[src/rtl/branch_resolve_pkg.sv]
// Shared definitions for the branch resolution stage.
// Holds the op-kind encoding, the branch funct3 encodings and the
// resolver state enumeration so every file agrees on them.
package branch_resolve_pkg;

    // Op kind as presented by issue on in_kind.
    typedef enum logic [1:0] {
        KindNone   = 2'b00,
        KindBranch = 2'b01,
        KindJal    = 2'b10,
        KindJalr   = 2'b11
    } kind_e;

    // Branch condition encodings (RV32I funct3).
    localparam logic [2:0] F3_BEQ  = 3'b000;
    localparam logic [2:0] F3_BNE  = 3'b001;
    localparam logic [2:0] F3_BLT  = 3'b100;
    localparam logic [2:0] F3_BGE  = 3'b101;
    localparam logic [2:0] F3_BLTU = 3'b110;
    localparam logic [2:0] F3_BGEU = 3'b111;

    // EMPTY: no entry; BUSY: entry with result pending; REDIR: result
    // retired to writeback, redirect still waiting on fetch.
    typedef enum logic [1:0] {
        StEmpty = 2'b00,
        StBusy  = 2'b01,
        StRedir = 2'b10
    } state_e;

endpackage

[src/rtl/branch_resolve_cu.sv]
// Branch comparator unit.
// Ports:
//   a_i, b_i     operands (rs1, rs2)
//   lt_i         1: less-than compare, 0: equality compare
//   invert_i     invert the raw compare result (BNE/BGE/BGEU)
//   unsigned_i   less-than compare is unsigned
//   result_o     condition outcome
module branch_resolve_cu #(
    parameter int unsigned WIDTH = 32
) (
    input  logic [WIDTH-1:0] a_i,
    input  logic [WIDTH-1:0] b_i,
    input  logic             lt_i,
    input  logic             invert_i,
    input  logic             unsigned_i,
    output logic             result_o
);

    logic eq;
    logic less;

    always_comb begin
        eq = (a_i == b_i);
        if (unsigned_i) begin
            less = (a_i < b_i);
        end else begin
            less = ($signed(a_i) < $signed(b_i));
        end
        result_o = (lt_i ? less : eq) ^ invert_i;
    end

endmodule

[src/rtl/branch_resolve.sv]
// Branch/jump resolution stage with a one-entry result buffer.
// Captures an op, resolves taken/target/link, then hands the result to
// writeback (out_*) and, when taken and aligned, a redirect to fetch
// (redirect_*). The two handshakes complete independently.
// Ports:
//   clk, rst_n                   clock, async active-low reset
//   in_valid/in_ready            issue handshake
//   in_kind, in_funct3           op kind and branch condition
//   in_pc, in_imm, in_ra, in_rb  op PC, offset and operands
//   out_valid/out_ready          writeback handshake
//   out_taken, out_link          outcome and pc+4
//   out_illegal, out_misaligned  exception flags
//   redirect_valid/ready, _pc    fetch redirect handshake and target
//   flush                        one-cycle kill after redirect accepted
module branch_resolve
    import branch_resolve_pkg::*;
#(
    parameter int unsigned WIDTH = 32
) (
    input  logic             clk,
    input  logic             rst_n,
    input  logic             in_valid,
    output logic             in_ready,
    input  logic [1:0]       in_kind,
    input  logic [2:0]       in_funct3,
    input  logic [WIDTH-1:0] in_pc,
    input  logic [WIDTH-1:0] in_imm,
    input  logic [WIDTH-1:0] in_ra,
    input  logic [WIDTH-1:0] in_rb,
    output logic             out_valid,
    input  logic             out_ready,
    output logic             out_taken,
    output logic [WIDTH-1:0] out_link,
    output logic             out_illegal,
    output logic             out_misaligned,
    output logic             redirect_valid,
    input  logic             redirect_ready,
    output logic [WIDTH-1:0] redirect_pc,
    output logic             flush
);

    kind_e kind;
    logic  cmp_lt, cmp_invert, cmp_unsigned, cmp_result, f3_illegal;
    logic  taken_c, illegal_c, misal_c;
    logic  [WIDTH-1:0] sum_base, target_sum, target_c;

    state_e state_q, state_d;
    logic   out_pend_q, out_pend_d;
    logic   redir_pend_q, redir_pend_d;
    logic   flush_q, flush_d;
    logic   taken_q, illegal_q, misal_q;
    logic   [WIDTH-1:0] link_q, target_q;

    logic capture, out_fire, redir_fire, retire;

    assign kind = kind_e'(in_kind);

    always_comb begin
        cmp_lt       = 1'b0;
        cmp_invert   = 1'b0;
        cmp_unsigned = 1'b0;
        f3_illegal   = 1'b0;
        case (in_funct3)
            F3_BEQ:  ;
            F3_BNE:  cmp_invert = 1'b1;
            F3_BLT:  cmp_lt = 1'b1;
            F3_BGE:  begin cmp_lt = 1'b1; cmp_invert = 1'b1; end
            F3_BLTU: begin cmp_lt = 1'b1; cmp_unsigned = 1'b1; end
            F3_BGEU: begin cmp_lt = 1'b1; cmp_invert = 1'b1; cmp_unsigned = 1'b1; end
            default: f3_illegal = 1'b1;
        endcase
    end

    branch_resolve_cu #(
        .WIDTH(WIDTH)
    ) u_cu (
        .a_i       (in_ra),
        .b_i       (in_rb),
        .lt_i      (cmp_lt),
        .invert_i  (cmp_invert),
        .unsigned_i(cmp_unsigned),
        .result_o  (cmp_result)
    );

    always_comb begin
        taken_c = 1'b0;
        case (kind)
            KindBranch:       taken_c = cmp_result && !f3_illegal;
            KindJal, KindJalr: taken_c = 1'b1;
            default:          taken_c = 1'b0;
        endcase
        illegal_c  = (kind == KindBranch) && f3_illegal;
        sum_base   = (kind == KindJalr) ? in_ra : in_pc;
        target_sum = sum_base + in_imm;
        target_c   = (kind == KindJalr) ? {target_sum[WIDTH-1:1], 1'b0} : target_sum;
        misal_c    = taken_c && (target_c[1:0] != 2'b00);
    end

    assign out_fire   = out_pend_q && out_ready;
    assign redir_fire = redir_pend_q && redirect_ready;
    // Entry retires once each pending bit is already clear or clears now.
    assign retire     = (state_q != StEmpty) && (!out_pend_q || out_fire)
                        && (!redir_pend_q || redir_fire);

    always_comb begin
        in_ready = 1'b0;
        case (state_q)
            StEmpty: in_ready = 1'b1;
            StBusy:  in_ready = retire && !redir_pend_q;
            default: in_ready = 1'b0;
        endcase
    end

    assign capture = in_valid && in_ready;

    always_comb begin
        state_d      = state_q;
        out_pend_d   = out_pend_q && !out_fire;
        redir_pend_d = redir_pend_q && !redir_fire;
        flush_d      = redir_fire;
        if (capture) begin
            out_pend_d   = 1'b1;
            redir_pend_d = taken_c && !misal_c;
        end
        case (state_q)
            StEmpty: if (capture) state_d = StBusy;
            StBusy: begin
                if (retire) begin
                    state_d = capture ? StBusy : StEmpty;
                end else if (out_fire && redir_pend_q) begin
                    state_d = StRedir;
                end
            end
            StRedir: if (redir_fire) state_d = StEmpty;
            default: state_d = StEmpty;
        endcase
    end

    always_ff @(posedge clk or negedge rst_n) begin
        if (!rst_n) begin
            state_q      <= StEmpty;
            out_pend_q   <= 1'b0;
            redir_pend_q <= 1'b0;
            flush_q      <= 1'b0;
            taken_q      <= 1'b0;
            illegal_q    <= 1'b0;
            misal_q      <= 1'b0;
            link_q       <= '0;
            target_q     <= '0;
        end else begin
            state_q      <= state_d;
            out_pend_q   <= out_pend_d;
            redir_pend_q <= redir_pend_d;
            flush_q      <= flush_d;
            if (capture) begin
                taken_q   <= taken_c;
                illegal_q <= illegal_c;
                misal_q   <= misal_c;
                link_q    <= in_pc + WIDTH'(4);
                target_q  <= target_c;
            end
        end
    end

    assign out_valid      = out_pend_q;
    assign redirect_valid = redir_pend_q;
    assign out_taken      = taken_q;
    assign out_illegal    = illegal_q;
    assign out_misaligned = misal_q;
    assign out_link       = link_q;
    assign redirect_pc    = target_q;
    assign flush          = flush_q;

endmodule

[config.mk]
export PLATFORM = sky130hd
export DESIGN_NAME = branch_resolve
export DESIGN_NICKNAME = d
export VERILOG_FILES = /design/src/rtl/branch_resolve_pkg.sv /design/src/rtl/branch_resolve_cu.sv /design/src/rtl/branch_resolve.sv
export SDC_FILE = /design/constraint.sdc
export NUM_CORES = 1
export LEC_CHECK = 0
export CORE_MARGIN = 3
export CORE_UTILIZATION = 47
export DETAILED_ROUTE_END_ITERATION = 10
export PLACE_DENSITY = 0.82
export SLEW_MARGIN = 20
export SYNTH_ARGS = -nofsm -noshare
export SYNTH_HDL_FRONTEND = slang
export SYNTH_HIERARCHICAL = 1
export SYNTH_SLANG_ARGS = --single-unit
[constraint.sdc]
create_clock -name clk -period 1.9 [get_ports clk]
set_input_delay 0.38 -clock clk [delete_from_list [all_inputs] [get_ports clk]]
set_output_delay 0.38 -clock clk [all_outputs]
set_load 0.02 [all_outputs]
==> results.ini, run 1 <==
[status]
status = did not finish
stop_stage = global routing (5_1_grt)
error = [ERROR GRT-0232] Routing congestion too high. Check the congestion heatmap in the GUI.

[floorplan]
ios = 209
dieHeight_um = 121
dieWidth_um = 121
initial_core_util_pct = 48.6
rows = 41

[synth]
syn-num-nets = 946
syn_avg_cell_area_um2 = 8.38
yosys_warnings = 6
ys_seq_area_share_pct = 29.0
ys_ff_latch = 72
ys.flop_type = dfrtp_1
netlist_area_um2 = 6200
syn_inst = 740
synth_edf_count = 0
synth_cell_types = 67
synthArstFlopShare_pct = 100

[placement]
numPortBuffers = 208
postPlaceCellArea_um2 = 10300
gp_congestion = 0.956
dp.final_hpwl_mm = 18.9

[sta]
postGrtWorstEndpoint = out_misaligned$_DFFE_PN0N_/D
worst-ep-kind = register data pin

[clocking]
cts_made_buffers = 9
clk_path_buf_depth = 2
htree_levels = 3
clock-sinks = 72
root_buffer = clkbuf_16

[grt]
grt_use_total_pct = 70.6
grt-ovfl-total = 9
grt_max_degree = 41

-- cells by family after synthesis --
| logic type | synth area share [%] |
|---|---|
| AOI/OAI and AO/OA | 19.3 |
| DFF | 29.0 |
| adders and majority gates | 13.8 |
| muxes | 5.95 |
| buffers and inverters | 4.68 |
| and+or+nand+nor | 20.3 |
| xor gates and xnor gates | 6.92 |
-- timing repair --
item,CTS
cloned,4
buffers inserted,32
pin swaps,135
hold buffers,1
gates resized for setup,350
endpoints found under the hold margin,28
setup endpoints to repair,52
-- cell usage after synthesis (all sizes together), types with 3 or more instances --
cell | instances | area share [%]
ha | 67 | 14
o21bai | 6 | 0.73
a2111oi | 3 | 0.52
nand2 | 104 | 6.3
nor4 | 4 | 0.65
xnor2 | 22 | 3.1
a211oi | 3 | 0.36
a21oi | 61 | 5.0
nand3 | 24 | 2.0
nor2b | 4 | 0.40
xor2 | 27 | 3.8
inv | 47 | 2.8
and4 | 5 | 0.71
o21a | 9 | 1.1
o211ai | 3 | 0.36
dfrtp | 72 | 29
or3 | 7 | 0.71
a21o | 10 | 1.2
nand2b | 4 | 0.40
o21ai | 63 | 5.1
mux2 | 31 | 5.6
a211o | 3 | 0.42
and3 | 11 | 1.1
and2 | 6 | 0.61
nor2 | 40 | 2.4
o31ai | 3 | 0.44
nor3 | 15 | 1.5
clkbuf | 13 | 0.83
nand4 | 25 | 3.0
buf | 15 | 1.0
-- per-stage QoR --
stage | instances | setup slack (ns) | hold slack (ns)
after CTS | 1345 | -0.571 | 0.345
after detailed placement | 1294 | -1.59 | 0.331
after floorplan | 740 | -0.789 | 0.0844
after global placement | 1294 | -1.49 | 0.331
-- per-layer routing --
layer  global-route usage (%)  overflow
met3                     50.1         0
met5                     12.1         0
met2                     90.1         5
met4                     74.2         4
met1                     70.2         0
==> run 2, diff against run 1 <==
Settings changed: CORE_UTILIZATION 47 to 35, PLACE_DENSITY 0.82 to default, PLACE_DENSITY_LB_ADDON from default to 0.15.
==> results.ini, run 2 <==
[power_and_ir_drop]
p_clk_share_pct = 32.2
powerDensity_nw_per_um2 = 502
p_sw_share_pct = 31.7
seqPwrFrac_pct = 25.8
p_leak_nw = 5.27
intPower_w = 0.00406
p_sw_w = 0.00188
combPwrFrac_pct = 42.0
total_power_w = 0.00593
ir_worst_vdd_uv = 476

[layout]
postLayoutCoreUtil_pct = 68.3
final_common_cell = buf_4
diodes = 0
nets = 1367
drive_gt1_share_pct = 42.6
final_cell_mix = 198 x buf_4, 121 x clkdlybuf4s50_1, 96 x nand2_1
areaGrowthSynthToFinish_pct = 90.4

[grt]
antenna_found_initial = 0
grt_pass1_wl_mm = 38.0
grt_pass1_vias = 7480
grt-ovfl-total = 0
grt_use_total_pct = 24.3
grt_max_degree = 31

[synth]
synth_edf_count = 0
synth_top_area_share_pct = 29.0
synth_common_cells = 104 x nand2_1, 72 x dfrtp_1, 67 x ha_1
yosysMostFrequentCell = nand2_1
syn-num-nets = 946
synth.largest_area_cell = dfrtp_1
syn_avg_cell_area_um2 = 8.38
ys_ff_latch = 72
ys.flop_type = dfrtp_1
ys_seq_area_share_pct = 29.0
ys_top_cells_by_area = dfrtp_1 29%, ha_1 14%, nand2_1 6.3%, mux2_2 5.6%, a21oi_1 4.8%
netlist_area_um2 = 6200
synth_cell_types = 67
synthArstFlopShare_pct = 100
syn_inst = 740
yosys_warnings = 6

[critical_path]
critPathLaunch = in_kind[0]
timing.rr.start = out_valid
cpMaxStageDelayCell = or3_4
crit_path_end = redirect_pc[28]
critPathBufInv = 4
path_cells = buf_12, nand2_8, buf_6, mux2_4, ha_4, buf_4, a21oi_4, buf_6, o21ai_1, or3_4, nor3_4, nand4b_1, a211o_1, nand3_1
required_ns = 2.13
ff2ff_setup_slack_ns = 0.21
endpoint_kind = flip-flop
slowest_delay_ns = 0.39
cp.depth = 14
crit_family = simple AND/OR/NAND/NOR gates
path_max_fanout = 5
r2r_cells = 9
path_class = in2reg
r2r-end = redirect_pc[16]
worst_setup_path_start_kind = input pin
crit_path_frequent_cell = buf_6
crit_arrival_ns = 2.75

[drt]
drtIter0Drc = 354
dr.pass1.iters = 5
drcViolationCount = 0
wirelength_mm = 24.1
drtAntennaViolNets = 0
wl_per_cell_um = 17.3
avgViaCountPerCell = 5.14
vias = 7150

[sta]
setup_ws_ns = -0.619
setup_viol = 29
clock.fmax_mhz = 397
skew_ns = 0.00723
timing.setup.tns_ns = -13.50
slew_violations = 0
hold_viol_final = 0
period_needed_ns = 2.52
fin_hold_ws_ns = 0.330
slew_headroom_pct = 72.9
tightest_slew_ns = 0.402
timing.final.crit_share_pct = 133
rsz0062_at_grt = true

[worst_hold_path]
hp-start = in_kind[0]
holdCritPathClass = in2reg
min_path_cells = 3

[floorplan]
dieWidth_um = 139
dieArea_um2 = 19400
core_area_um2 = 17300
initial_core_util_pct = 35.9
dieHeight_um = 139
ios = 209
rows = 48

[clocking]
clock-sinks = 72
cts_tree = yes
clk_path_buf_depth = 2
htree_levels = 3
cts_made_buffers = 9
path_clk_slew_ns = 0.06
clock_latency_ns = 0.35
root_buffer = clkbuf_16

[status]
violations = negative setup slack
status = finished, violations left

[placement]
dp.final_hpwl_mm = 17.7
numPortBuffers = 208
gp_congestion = 0.909

[flow_run]
drv_cap = 0

==> run 2: cell counts after synthesis <==
No cell type changed its count.
==> run 2: worst register-to-register path, stage by stage (launching register included) <==
cell and delay [ns]:
dfrtp_1 0.37, nor2b_1 0.14, o21ai_0 0.17, and2_1 0.16, buf_4 0.13, nand2_8 0.12
buf_4 0.22, buf_4 0.14, nand2_1 0.06, o21ai_1 0.07
==> run 2: cell families after synthesis <==
logic type | share of synthesized area [%]
AND/OR/NAND/NOR | 20.3
AO/OA/AOI/OAI | 19.3
buffers and inverters | 4.68
flip-flops | 29.0
adder cells (fa/ha/maj) | 13.8
XOR/XNOR | 6.92
multiplexers | 5.95
==> run 2: timing repair <==
item	CTS	global route
setup endpoints to repair	52	51
endpoints found under the hold margin	24	0
resized for setup	289	132
setup buffers	25	12
hold buffers	1	0
pin swaps	90	101
gates cloned	2	0
==> run 2: how the worst min path moves through the flow <==
stage                   to  slack [ns]
6_report       out_illegal        0.33
4_1_cts        out_illegal        0.32
3_3_place_gp     out_taken        0.32
3_5_place_dp    state_q[1]        0.32
5_1_grt        out_illegal        0.35
2_1_floorplan        flush        0.08
==> run 2: layout make-up <==
class	count	area [um2]
clock buffer	10	239
clock inverter	5	81.3
fill	1389	5480
inverter	47	186
multi-input combinational	595	5440
sequential	72	1800
tap	225	282
timing repair buffer	436	3790
==> run 2: power by group through the flow <==
stage          Clock (W)  Sequential (W)  Combinational, W
5_1_grt          0.00200         0.00153           0.00269
6_report         0.00191         0.00153           0.00249
4_1_cts          0.00194         0.00153           0.00231
2_1_floorplan          0         0.00156          0.000977
3_5_place_dp           0         0.00156           0.00201
3_3_place_gp           0         0.00156           0.00200
==> run 2: routing by layer <==
layer | track usage (%) | routed length [um] | share of wire [%] | vias to the layer above
met5 | 0 | 0 | 0 | -
met4 | 8.50 | 656 | 2.7 | 0
met3 | 4.66 | 1240 | 5.1 | 41
met2 | 41.5 | 11700 | 49 | 208
met1 | 30.6 | 10500 | 43 | 3392
li1 | - | - | - | 3509
==> run 2: stage by stage <==
stage               std cells  setup slack [ns]  cell area, um2
detailed placement       1341             -1.57           10300
CTS                      1382            -0.638           11400
global placement         1341             -1.52           10300
floorplan                 740            -0.789            6630
finish                   1390            -0.619           11800
global route             1390            -0.716           11800
Note: power is estimated with default switching activity, not from simulation.
==> run 3, diff against run 2 <==
Settings changed: CAP_MARGIN from default to 10, CTS_BUF_LIST from default to sky130_fd_sc_hd__clkbuf_16.
==> results.ini, run 3 (synthesized netlist as in run 2, its figures left out) <==
[worst_hold_path]
min_path_cells = 3
holdCritPathClass = in2reg

[drt]
wl_met1_mm = 10.4
dr.pass1.iters = 4
wl_met2_mm = 11.7
wirelength_mm = 24.0
wl_per_cell_um = 17.3
dr_wl_met3_mm = 1.23
drcViolationCount = 0
avgViaCountPerCell = 5.08
drtIter0Drc = 335
routed.top_layer = met4
vias = 7057
drtAntennaViolNets = 0

[sta]
tightest_slew_ns = 0.385
hold_viol_final = 0
clock.fmax_mhz = 395
slew_violations = 0
setup_ws_ns = -0.633
setup_viol = 29
skew_ns = 0.00612
fin_hold_ws_ns = 0.332
rsz0062_at_grt = true
period_needed_ns = 2.53
timing.final.crit_share_pct = 133
slew_headroom_pct = 74.1

[critical_path]
cp.depth = 14
cpMaxStageDelayCell = or3_4
endpoint_kind = flip-flop
crit_family = simple AND/OR/NAND/NOR gates
path_class = in2reg
critPathBufInv = 4
path_max_fanout = 5
worst_setup_path_start_kind = input pin
required_ns = 2.12
slowest_delay_ns = 0.40
crit_path_frequent_cell = buf_6
path_cells = buf_12, nand2_8, buf_6, mux2_4, ha_4, nand4_1, or3_4, buf_6, nor3_4, a22oi_2, a31oi_4, buf_4, or3_1, nand3_1
crit_arrival_ns = 2.75
r2r_cells = 9

[floorplan]
core_area_um2 = 17300
ios = 209
dieHeight_um = 139
initial_core_util_pct = 35.9
dieWidth_um = 139
dieArea_um2 = 19400
rows = 48

[layout]
fin_area_um2 = 11800
diodes = 0
areaGrowthSynthToFinish_pct = 90.0
nFillCells = 1397
final_cell_mix = 196 x buf_4, 121 x clkdlybuf4s50_1, 96 x nand2_1
postLayoutCoreUtil_pct = 68.1
nets = 1365
drive_gt1_share_pct = 42.4
final_common_cell = buf_4

[power_and_ir_drop]
powerDensity_nw_per_um2 = 498
p_leak_nw = 5.26
total_power_w = 0.00587
ir_worst_vdd_uv = 460

[status]
status = finished, violations left
violations = negative setup slack

[clocking]
htree_levels = 3
clock_latency_ns = 0.35
root_buffer = clkbuf_16
path_clk_slew_ns = 0.06
cts_made_buffers = 9
cts_tree = yes
clock-sinks = 72
clk_path_buf_depth = 2

[grt]
antenna_found_initial = 0
grt-ovfl-total = 0
grt_pass1_vias = 7465
grt_pass1_wl_mm = 38.1
grt_max_degree = 31
grt_use_total_pct = 24.3

[placement]
postPlaceCellArea_um2 = 10300
gp_congestion = 0.909
dp.final_hpwl_mm = 17.7
post-place-ws_ns = -1.57
numPortBuffers = 208

[flow_run]
drv_cap = 0

-- run 3: changes by cell type in the layout (fill, tap and decap cells not counted) --
| cell | before | now |
|---|---|---|
| clkinv_1 | 0 | 1 |
| clkbuf_8 | 1 | 0 |
| buf_4 | 198 | 196 |
-- run 3: path summary, 6_finish.rpt --
kind,start,end,slack [ns]
max,in_kind[0],redirect_pc[29],-0.63
min,in_kind[0],out_illegal,0.33
max reg2reg,out_valid,redirect_pc[16],0.20
min reg2reg,out_link[1],out_link[1],0.48
max in group asynchronous,rst_n,redirect_pc[11],0.81
min in group asynchronous,rst_n,flush,0.49
-- run 3: stage by stage --
| step | std cells | TNS, ns |
|---|---|---|
| global placement | 1341 | -54.32 |
| detailed placement | 1341 | -55.95 |
| floorplan | 740 | -14.67 |
| global route | 1388 | -16.17 |
| CTS | 1382 | -13.70 |
| finish | 1388 | -13.61 |
-- run 3: tightest hold or removal path, delay by kind of cell --
kind	cells	cell delay, ns
AOI/OAI and AO/OA	1	0.07
buffers and inverters	2	0.18
-- run 3: area by class of cell --
| class | count | area [um2] | share of cell area (%) |
|---|---|---|---|
| flip-flops and latches | 72 | 1800 | 15.3 |
| clock buffers | 9 | 225 | 1.91 |
| inverters | 47 | 186 | 1.58 |
| repair buffers | 434 | 3770 | 32.0 |
| well taps | 225 | 282 | 2.39 |
| multi-input cells | 595 | 5440 | 46.1 |
| clock inverters | 6 | 85.1 | 0.722 |
-- run 3: power by group --
part	leakage (nW)	switching, W	internal (W)
Combinational	4.11	0.00114	0.00134
Clock	0.149	0.000719	0.00114
Sequential	1.00	0	0.00153
Total	5.26	0.00186	0.00401
-- run 3: repair_timing --
item	CTS	global route
resized for setup	289	132
hold endpoints to repair	24	0
buffers inserted	25	10
setup endpoints to repair	52	51
hold buffers	1	0
cloned	2	0
pin swaps	90	99
-- run 3: metal layers --
metal  track usage (%)  vias to the layer above
met5                 0                        -
met1              30.7                     3323
met2              41.6                      194
met4              8.50                        0
li1                  -                     3499
met3              4.66                       41
